===== src/rtl/demux_reg_16b_8output_pkg.sv =====
// Purpose: project constants shared by the mux, ALU and register demux.
// Latency: none; this file holds only constants and types.
// Backpressure: none; there is no flow control in these definitions.
package demux_reg_16b_8output_pkg;

    // Datapath width used by the mux, ALU and register demux.
    localparam int DATA_W  = 16;
    // Select / pointer width. The number of destinations is 2**SEL_W.
    localparam int SEL_W   = 3;
    localparam int NUM_OUT = 1 << SEL_W;

    // Op encodings. The mux uses the same codes, which makes the demux its
    // exact inverse: a value written with Op=k appears at mux input k.
    typedef enum logic [SEL_W-1:0] {
        OP_A = 3'b000,
        OP_B = 3'b001,
        OP_C = 3'b010,
        OP_D = 3'b011,
        OP_E = 3'b100,
        OP_F = 3'b101,
        OP_G = 3'b110,
        OP_H = 3'b111
    } op_e;

endpackage


===== src/rtl/demux_reg_16b_8output_reg_16b.sv =====
// Purpose: one data register with load enable and async active-high reset.
// Latency: 1 cycle from i_ld to o_q.
// Backpressure: none; a load is always accepted.
module reg_16b #(
    parameter int W = 16
) (
    input  logic         i_clk,
    input  logic         i_rst,
    input  logic         i_ld,
    input  logic [W-1:0] i_d,
    output logic [W-1:0] o_q
);

    logic [W-1:0] r_q;

    // Capture i_d on a load. Otherwise hold the value. Reset clears it immediately.
    always_ff @(posedge i_clk or posedge i_rst) begin
        if (i_rst) begin
            r_q <= '0;
        end else if (i_ld) begin
            r_q <= i_d;
        end
    end

    assign o_q = r_q;

endmodule


===== src/rtl/demux_reg_16b_8output.sv =====
// Purpose: write-side demux into eight registers. It has direct (Op) and auto-increment (Ptr) modes.
// Latency: 1 cycle from the Wr edge to the register and Valid outputs. Full is combinational from Valid.
// Backpressure: none; every write is accepted, and Clr wins over Wr in the same cycle.
module demux_reg_16b_8output #(
    parameter int DATA_W = demux_reg_16b_8output_pkg::DATA_W,
    parameter int SEL_W  = demux_reg_16b_8output_pkg::SEL_W
) (
    input  logic                    CLK,
    input  logic                    Reset,
    input  logic [DATA_W-1:0]       In,
    input  logic [SEL_W-1:0]        Op,
    input  logic                    Wr,
    input  logic                    Auto,
    input  logic                    Clr,
    output logic [DATA_W-1:0]       A,
    output logic [DATA_W-1:0]       B,
    output logic [DATA_W-1:0]       C,
    output logic [DATA_W-1:0]       D,
    output logic [DATA_W-1:0]       E,
    output logic [DATA_W-1:0]       F,
    output logic [DATA_W-1:0]       G,
    output logic [DATA_W-1:0]       H,
    output logic [(1<<SEL_W)-1:0]   Valid,
    output logic [SEL_W-1:0]        Ptr,
    output logic                    Full
);

    import demux_reg_16b_8output_pkg::*;

    localparam int N_OUT = 1 << SEL_W;

    logic [SEL_W-1:0]  w_dest;
    logic              w_wr_en;
    logic [N_OUT-1:0]  w_ld;
    logic [DATA_W-1:0] w_q [N_OUT];

    logic [N_OUT-1:0]  r_valid;
    logic [SEL_W-1:0]  r_ptr;

    // Auto mode ignores Op and writes to the pointer slot. Clr suppresses any write.
    assign w_dest  = Auto ? r_ptr : Op;
    assign w_wr_en = Wr & ~Clr;

    // Decode the destination into a one-hot load vector, so at most one register changes.
    always_comb begin
        w_ld = '0;
        if (w_wr_en) begin
            w_ld[w_dest] = 1'b1;
        end
    end

    // Eight identical storage registers, indexed by the Op encoding.
    for (genvar g = 0; g < N_OUT; g++) begin : g_reg
        reg_16b #(
            .W (DATA_W)
        ) u_reg (
            .i_clk (CLK),
            .i_rst (Reset),
            .i_ld  (w_ld[g]),
            .i_d   (In),
            .o_q   (w_q[g])
        );
    end

    // Valid bits are sticky until Clr or Reset. An overwrite leaves them set.
    always_ff @(posedge CLK or posedge Reset) begin
        if (Reset) begin
            r_valid <= '0;
        end else if (Clr) begin
            r_valid <= '0;
        end else begin
            r_valid <= r_valid | w_ld;
        end
    end

    // The pointer advances only on auto-mode writes and wraps naturally at 2**SEL_W.
    always_ff @(posedge CLK or posedge Reset) begin
        if (Reset) begin
            r_ptr <= '0;
        end else if (Clr) begin
            r_ptr <= '0;
        end else if (Wr && Auto) begin
            r_ptr <= r_ptr + SEL_W'(1);
        end
    end

    assign A     = w_q[OP_A];
    assign B     = w_q[OP_B];
    assign C     = w_q[OP_C];
    assign D     = w_q[OP_D];
    assign E     = w_q[OP_E];
    assign F     = w_q[OP_F];
    assign G     = w_q[OP_G];
    assign H     = w_q[OP_H];
    assign Valid = r_valid;
    assign Ptr   = r_ptr;
    assign Full  = &r_valid;

endmodule

===== config.mk =====
export PLATFORM = sky130hd
export DESIGN_NAME = demux_reg_16b_8output
export DESIGN_NICKNAME = d
export VERILOG_FILES = /design/src/rtl/demux_reg_16b_8output_pkg.sv /design/src/rtl/demux_reg_16b_8output_reg_16b.sv /design/src/rtl/demux_reg_16b_8output.sv
export SDC_FILE = /design/constraint.sdc
export NUM_CORES = 1
export LEC_CHECK = 0
export ABC_AREA = 0
export CAP_MARGIN = 20
export CORE_ASPECT_RATIO = 0.9
export CORE_MARGIN = 4
export CORE_UTILIZATION = 25
export CTS_CLUSTER_SIZE = 12
export DETAILED_ROUTE_END_ITERATION = 10
export PLACE_DENSITY = 0.53
export RECOVER_POWER = 50
export SLEW_MARGIN = 20
export SYNTH_ARGS = -nofsm -noshare
export SYNTH_HDL_FRONTEND = slang
export SYNTH_HIERARCHICAL = 1
export SYNTH_SLANG_ARGS = --single-unit

===== constraint.sdc =====
create_clock -name CLK -period 2.36 [get_ports CLK]
set_clock_uncertainty 0.1 [all_clocks]
set_input_delay 0.472 -clock CLK [delete_from_list [all_inputs] [get_ports CLK]]
set_output_delay 0.472 -clock CLK [all_outputs]
set_load 0.1 [all_outputs]

After elaboration in Yosys (flattened, before gate mapping)

Index checks and enable logic that the tools add are counted.

Register bits: 139
Input bits: 24
Output and inout bits: 140
Logic and storage cells: 27

$add $sub $neg: 1
Order comparisons: 2
Multiplexer cells: 7
Bitwise gates (word level): 3
Reduce and logical (&&, ||, !) cells: 4

Operators with widths:

| operator            | count |
|---|---|
| $mux 8              | 2 |
| $mux 3              | 3 |
| $or 8x8->8          | 1 |
| $reduce_and 8->1    | 1 |
| $lt 3x4->1 const B  | 1 |
| $add 3x1->3 const B | 1 |
| $demux 1 s3         | 1 |
| $ge 3x1->1 const B  | 1 |
| $logic_and 1x1->1   | 2 |
| $reduce_bool 2->1   | 1 |
| $and 1x1->1         | 1 |
| $mux 1              | 1 |
| $not 1->1           | 1 |

Logic depth before layout (Yosys ltp)

Gate-level depths: netlist of run 1.

Depth after elaboration: 8
Mapped depth: 8
Mapped depth without buffers: 4

Cells and area by module

Netlist of run 1, hierarchy kept.

Modules (own cells, without submodules):

| module                | instances | cells an instance | area each (sq um) | seq. area each (sq um) |
|---|---|---|---|---|
| reg_16b               | 8         | 35                | 653.1             | 400.4 |
| demux_reg_16b_8output | 1         | 66                | 585.6             | 275.3 |

Worst setup path before layout of run 1

Ideal clock, no wire load.

Path type: flip-flop to output port
Start: reg r_valid[7] (netlist: Valid[7])
End: out Full
Arrival: 2.397 ns
Data required time: 1.788 ns
Path slack: -0.609 ns
Stages on the path, launching flop included: 3
Buffers on the path: 0
Cells stage by stage: dfrtp_1 > nand4_1 > nor2_1

Longest elaborated chain between the ends: 1

RTL lines:

| item                   | RTL line                    | text |
|---|---|---|
| from (decl)            | demux_reg_16b_8output.sv:37 | `logic [N_OUT-1:0] r_valid;` |
| from (signal assigned) | demux_reg_16b_8output.sv:72 | `r_valid <= r_valid \| w_ld;` |
| $reduce_and 8->1       | demux_reg_16b_8output.sv:97 | `assign Full = &r_valid;` |
| to (decl)              | demux_reg_16b_8output.sv:25 | `output logic Full` |

No other way between the ends.

Worst setup path in the final report of run 1

Start: in Auto
End: reg g_reg[3].u_reg.r_q[2]

Longest elaborated chain between the ends: 6
Elaborated cells on any way between the ends: 7
Classes of those cells: order compare: 2; mux: 4; reduce/logical: 1

RTL lines:

| item                                                           | RTL line                            | text |
|---|---|---|
| from (decl)                                                    | demux_reg_16b_8output.sv:13         | `input logic Auto,` |
| $mux 3 (*)                                                     | demux_reg_16b_8output.sv:41         | `assign w_dest = Auto ? r_ptr : Op;` |
| $lt 3x4->1 (not written as such) or $ge 3x1->1 (tied branches) | demux_reg_16b_8output.sv:48         | `w_ld[w_dest] = 1'b1;` |
| $logic_and 1x1->1 (not written as such)                        | demux_reg_16b_8output.sv:48         |  |
| $mux 1 (not written as such)                                   | demux_reg_16b_8output.sv:48         |  |
| $demux 1 s3 (*)                                                | demux_reg_16b_8output.sv:48         |  |
| $mux 8 (*)                                                     | demux_reg_16b_8output.sv:47         | `if (w_wr_en) begin` |
| net w_ld[3]                                                    | demux_reg_16b_8output.sv:34         | `logic [N_OUT-1:0] w_ld;` |
| to (signal assigned)                                           | demux_reg_16b_8output_reg_16b.sv:21 | `r_q <= i_d;` |
| to (decl)                                                      | demux_reg_16b_8output_reg_16b.sv:14 | `logic [W-1:0] r_q;` |

Mark *: on every way through the listed nets, which the timed path passes. The rest lies on a longest branch.
A chain may end at the register's enable or synchronous reset.

==> results.json, run 1 <==
{
  "ys_top_cells_by_area": "dfrtp_1 60%, mux2_4 21%, mux2_2 9.3%",
  "final_cell_area_um2": 7880,
  "drc": 0,
  "die_height_um": 153,
  "placed_cells": 806,
  "period_minus_slack_ns": 2.18,
  "stdcell_count": 837,
  "maxCapViolations": 0,
  "crit_family": "buffers and inverters",
  "synth_edf_count": 0,
  "worstPathMaxFanout": 11,
  "clkTransAtPathRegs_ns": 0.06,
  "clock.fmax_mhz": 459,
  "synth_top_cell_by_area": "dfrtp_1",
  "cts_setup_buffers": 0,
  "wirelength_um": 16700,
  "num-fill-cells": 2209,
  "peakVddDrop_mv": 0.824,
  "place_area_um2": 7470,
  "tightest_slew_ns": 0.696,
  "critPathLaunchType": "primary input",
  "seq_area_frac_synth_pct": 59.9,
  "dp_hpwl_um": 12300,
  "root_buffer": "clkbuf_16",
  "postCtsHoldBufs": 0,
  "rsz0062_at_grt": "false",
  "worst-path-buf-inv": 4,
  "timing.slew.headroom_pct": 53.5,
  "core_area_um2": 22700,
  "dp_slack_ns": -0.119,
  "crit_path_cell_trace": "dlygate4sd3_1 -> buf_4 -> nor2_1 -> a32oi_1 -> clkbuf_1 -> nor2_2 -> buf_12 -> mux2_2",
  "cts.sinks": 139,
  "routed_via_density": 4.21,
  "ff2ff_setup_slack_ns": 0.51,
  "die_area_um2": 25700,
  "final_layout_size_suffix_gt1_share_pct": 59.3,
  "num_antenna_cells": 0,
  "syn_avg_cell_area_um2": 16.8,
  "setup_ws_ns": 0.182,
  "async_reset_ff_share_pct": 100,
  "crit_arrival_ns": 2.37,
  "cts_tree": "built",
  "critPathCaptureType": "flop",
  "power.density_nw_per_um2": 1490,
  "cts-htree-levels": 4,
  "start_util_pct": 25.6,
  "synth_nets": 371,
  "path_class": "primary input to flop",
  "synth-seq-cells": 139,
  "clk-insertion-delay-late_ns": 0.41,
  "synth_top_area_share_pct": 59.9,
  "synth_cell_type_count": 23,
  "rows": 52,
  "synth_top_flop_cell": "dfrtp_1",
  "grt_pass1_wl_um": 25400,
  "syn_to_final_growth_pct": 35.6,
  "place_congestion": 0.775,
  "die_w_um": 169,
  "dr.first_iter.drc_count": 147,
  "synth_most_common_cell": "dfrtp_1",
  "grt_overflow": 0,
  "yosys-top-cells-count": "139 x dfrtp_1, 80 x mux2_4, 48 x mux2_2, 19 x inv_1, 13 x nor2_1",
  "synth_area_um2": 5810,
  "vias": 3527,
  "drv_slew": 0,
  "antenna_found_initial": 1,
  "slowest_delay_ns": 0.57,
  "port_buffers": 163,
  "finalHoldViolations": 0,
  "grt_pass1_vias": 3955,
  "ant_nets": 0,
  "setup_viol": 0,
  "ys.warnings.count": 6,
  "ioPinCount": 164,
  "grt_max_degree": 17,
  "leakagePower_uw": 0.00378,
  "crit_required_ns": 2.55,
  "hold_ws_ns": 0.404,
  "cts_buffer_depth": 2,
  "hold_path.class": "flop to flop",
  "wl_per_cell_um": 19.9,
  "cts_resized": 0,
  "slowest_stage": "dlygate4sd3_1",
  "cts_made_buffers": 17,
  "firstDrtPassIters": 4,
  "outcome": "finished clean",
  "period_share_pct": 92.3,
  "grtUsageTotal_pct": 13.1,
  "netlist_instances": 346,
  "num-nets-final": 553
}
==> stage by stage <==
step | TNS [ns] | util [%] | total power [µW]
floorplan | 0 | - | 8000
global placement | -6.46 | 32.9 | 9280
detailed placement | -7.90 | 32.9 | 9320
CTS | 0 | 35.5 | 12000
global route | 0 | 34.7 | 12100
finish | 0 | 34.7 | 11700
==> state kept, by name, indices dropped and copies added (netlist names) <==
register	flops
Valid	8
Ptr	3
g.u_reg/o_q	128
==> placed cells by master, fill, tap and decap left out, types with 2 or more instances in the layout <==
cell / count
mux2_4: 80
clkinv_2: 2
clkbuf_2: 61
dfrtp_1: 138
nand3_1: 2
dlygate4sd3_1: 2
nand4_1: 2
buf_12: 9
nand2_1: 4
o22ai_1: 8
bufinv_16: 2
mux2_2: 48
inv_1: 19
a32oi_1: 2
nor2_1: 4
clkbuf_1: 9
clkdlybuf4s50_1: 21
clkbuf_8: 4
nor2_2: 8
clkbuf_16: 17
buf_4: 84
==> kinds of logic (layout without fill, tap and decap cells) <==
| family | after synthesis | count (layout) | share of synthesized area, % |
|---|---|---|---|
| buffers and inverters | 38 | 232 | 5.99 |
| DFF | 139 | 139 | 59.9 |
| xor gates and xnor gates | 2 | 2 | 0.302 |
| adders and majority gates | 1 | 1 | 0.215 |
| AOI/OAI and AO/OA | 13 | 13 | 1.53 |
| and+or+nand+nor | 24 | 24 | 1.96 |
| muxes | 129 | 129 | 30.1 |
==> path summary, 6_finish.rpt <==
kind | start | endpoint | cells past startpoint
min in group asynchronous | Reset | g_reg[3].u_reg/o_q[3] | 2
setup / recovery | Auto | g_reg[3].u_reg/o_q[2] | 8
max in group asynchronous | Reset | g_reg[3].u_reg/o_q[10] | 3
hold reg to reg | g_reg[5].u_reg/o_q[15] | g_reg[5].u_reg/o_q[15] | 1
setup reg to reg | Ptr[0] | g_reg[6].u_reg/o_q[4] | 5
hold / removal | g_reg[5].u_reg/o_q[15] | g_reg[5].u_reg/o_q[15] | 1
==> metal layers <==
metal	routed length (µm)	GRT usage [%]
met5	0	0
met3	743	2.93
met4	329	4.71
met2	7990	20.8
met1	7610	17.6
==> layout make-up <==
type | instances | area (µm²) | area share (%)
clock buffers | 25 | 495 | 6.29
clock inverters | 6 | 86.3 | 1.10
flip-flops and latches | 139 | 3480 | 44.1
well taps | 297 | 372 | 4.72
multi-input cells | 169 | 2010 | 25.5
repair buffers | 182 | 1370 | 17.3
inverters | 19 | 71.3 | 0.905
==> power by group <==
group          internal, µW  switching, µW  total, µW
Sequential             2930            359       3290
Clock                  1660            975       2640
Combinational          1150           4640       5790
Note: power is estimated with default switching activity, not from simulation.
==> run 2: changes to the inputs <==
--- a/config.mk
+++ b/config.mk
@@ -13,7 +13,7 @@
 export CTS_CLUSTER_SIZE = 12
 export DETAILED_ROUTE_END_ITERATION = 10
 export PLACE_DENSITY = 0.53
-export RECOVER_POWER = 50
+export SETUP_SLACK_MARGIN = 0.3
 export SLEW_MARGIN = 20
 export SYNTH_ARGS = -nofsm -noshare
 export SYNTH_HDL_FRONTEND = slang
==> run 2 against run 1 <==
Effect of this change:
- first-iteration DRC count down 6.8%
- combinational power grew 3%
- routed wire length is essentially flat
- clock-buffer cell count is 2 lower
- register-to-register slack is essentially flat
- non-clock buffer count is 2 higher
- global-route usage grew 0.072 points
- utilization grew 0.82 points
- worst setup slack better by 0.12 ns
- highest routed layer unchanged
==> results.json, run 2 (synthesis results as in run 1) <==
{
  "firstDrtPassIters": 4,
  "grt_overflow": 0,
  "slowest_delay_ns": 0.44,
  "clkTransAtPathRegs_ns": 0.06,
  "clock.fmax_mhz": 486,
  "num-fill-cells": 2224,
  "path_class": "primary input to flop",
  "antenna_found_initial": 0,
  "ant_nets": 0,
  "timing.slew.headroom_pct": 52.3,
  "setup_viol": 0,
  "peakVddDrop_mv": 0.668,
  "cts_buffer_depth": 2,
  "cts.sinks": 139,
  "cts_setup_buffers": 0,
  "period_share_pct": 87.1,
  "hold_ws_ns": 0.408,
  "start_util_pct": 25.6,
  "worst-path-buf-inv": 4,
  "power.density_nw_per_um2": 1460,
  "cts-htree-levels": 4,
  "routed_via_density": 4.19,
  "placed_cells": 807,
  "final_layout_size_suffix_gt1_share_pct": 61.9,
  "hp-start": "g_reg[0].u_reg/o_q[4]",
  "grtUsageTotal_pct": 13.2,
  "cts_made_buffers": 17,
  "port_buffers": 163,
  "num-nets-final": 555,
  "grt_pass1_wl_um": 25700,
  "slowest_stage": "clkdlybuf4s50_1",
  "cts_tree": "built",
  "r2r-start": "Ptr[0]",
  "dp_hpwl_um": 12300,
  "crit_required_ns": 2.55,
  "die_w_um": 169,
  "syn_to_final_growth_pct": 38.8,
  "die_height_um": 153,
  "stdcell_count": 840,
  "grt_max_degree": 17,
  "drv_slew": 0,
  "crit_family": "buffers and inverters",
  "tightest_slew_ns": 0.715,
  "leakagePower_uw": 0.00383,
  "rsz0062_at_grt": "true",
  "maxCapViolations": 0,
  "vias": 3516,
  "ioPinCount": 164,
  "crit_path_cell_trace": "clkdlybuf4s50_1 -> buf_4 -> nor2b_1 -> a32oi_1 -> buf_4 -> nor2_4 -> clkbuf_16 -> mux2_4",
  "largest_reg_flops": 128,
  "cp-startpoint": "Auto",
  "cp_common_cell": "buf_4",
  "ff_latch_area_um2": 3490,
  "die_area_um2": 25700,
  "critPathLaunchType": "primary input",
  "core_area_um2": 22700,
  "hold_path.class": "flop to flop",
  "outcome": "finished clean",
  "finalHoldViolations": 0,
  "crit_arrival_ns": 2.25,
  "clk-insertion-delay-late_ns": 0.41,
  "period_minus_slack_ns": 2.06,
  "place_congestion": 0.761,
  "grt_pass1_vias": 3957,
  "worstPathMaxFanout": 9,
  "critPathCaptureType": "flop",
  "multi_input_area_um2": 2020,
  "dr.first_iter.drc_count": 137,
  "place_area_um2": 7490,
  "num_antenna_cells": 0,
  "rows": 52,
  "drc": 0,
  "wl_per_cell_um": 19.9,
  "root_buffer": "clkbuf_16",
  "final_cell_area_um2": 8070,
  "final_common_cell": "buf_4",
  "wirelength_um": 16700,
  "final_cell_mix": "151 x buf_4, 128 x dfrtp_1, 80 x mux2_4, 48 x mux2_2, 23 x clkdlybuf4s50_1"
}
run 2: cell types whose count changed in the layout (fill, tap and decap cells not counted), sizes merged:
| cell | previous run | this run |
|---|---|---|
| buf | 93 | 160 |
| clkinv | 3 | 6 |
| dlygate4sd3 | 2 | 0 |
| clkbuf | 91 | 24 |
| clkdlybuf4s50 | 21 | 23 |
run 2: repair_timing:
item,4_1_cts,5_1_grt
setup endpoints to repair,0,8
gates resized for setup,0,1
hold buffers,0,0
run 2: cell type report:
class                      instances  area share, %
sequential                       139           43.3
multi-input combinational        169           25.0
timing repair buffer             184           19.5
clock buffer                      23           5.55
tap                              297           4.61
clock inverter                     9           1.21
inverter                          19          0.884
run 2: per-stage QoR:
stage / setup TNS (ns) / util (%) / setup WS [ns] / total power [µW]
detailed placement: -5.88 / 33.0 / -0.0977 / 9310
CTS: 0 / 35.4 / 0.341 / 11900
global route: 0 / 35.5 / 0.290 / 12200
global placement: -5.83 / 33.0 / -0.110 / 9280
finish: 0 / 35.5 / 0.304 / 11700
floorplan: 0 / - / 0.309 / 8000
run 2: routing by layer:
metal,global-route usage [%],part of all wire (%),vias up
met5,0,0,-
met4,3.52,0.95,0
met3,3.92,4.7,12
met2,21.1,49,94
met1,17.4,45,1842
li1,-,-,1568
run 2: report_power, final:
group          internal [µW]  switching, µW
registers               2930            360
clock network           1540            965
logic                   1320           4620
run 2: path summary, 6_finish.rpt:
check / endpoint / slack [ns] / depth (start not counted)
min in group asynchronous: g_reg[3].u_reg/o_q[1] / 0.54 / 2
hold reg to reg: g_reg[0].u_reg/o_q[4] / 0.41 / 1
max in group asynchronous: g_reg[4].u_reg/o_q[4] / 0.98 / 2
hold / removal: g_reg[0].u_reg/o_q[4] / 0.41 / 1
setup / recovery: g_reg[7].u_reg/o_q[13] / 0.30 / 8
setup reg to reg: g_reg[6].u_reg/o_q[4] / 0.50 / 6
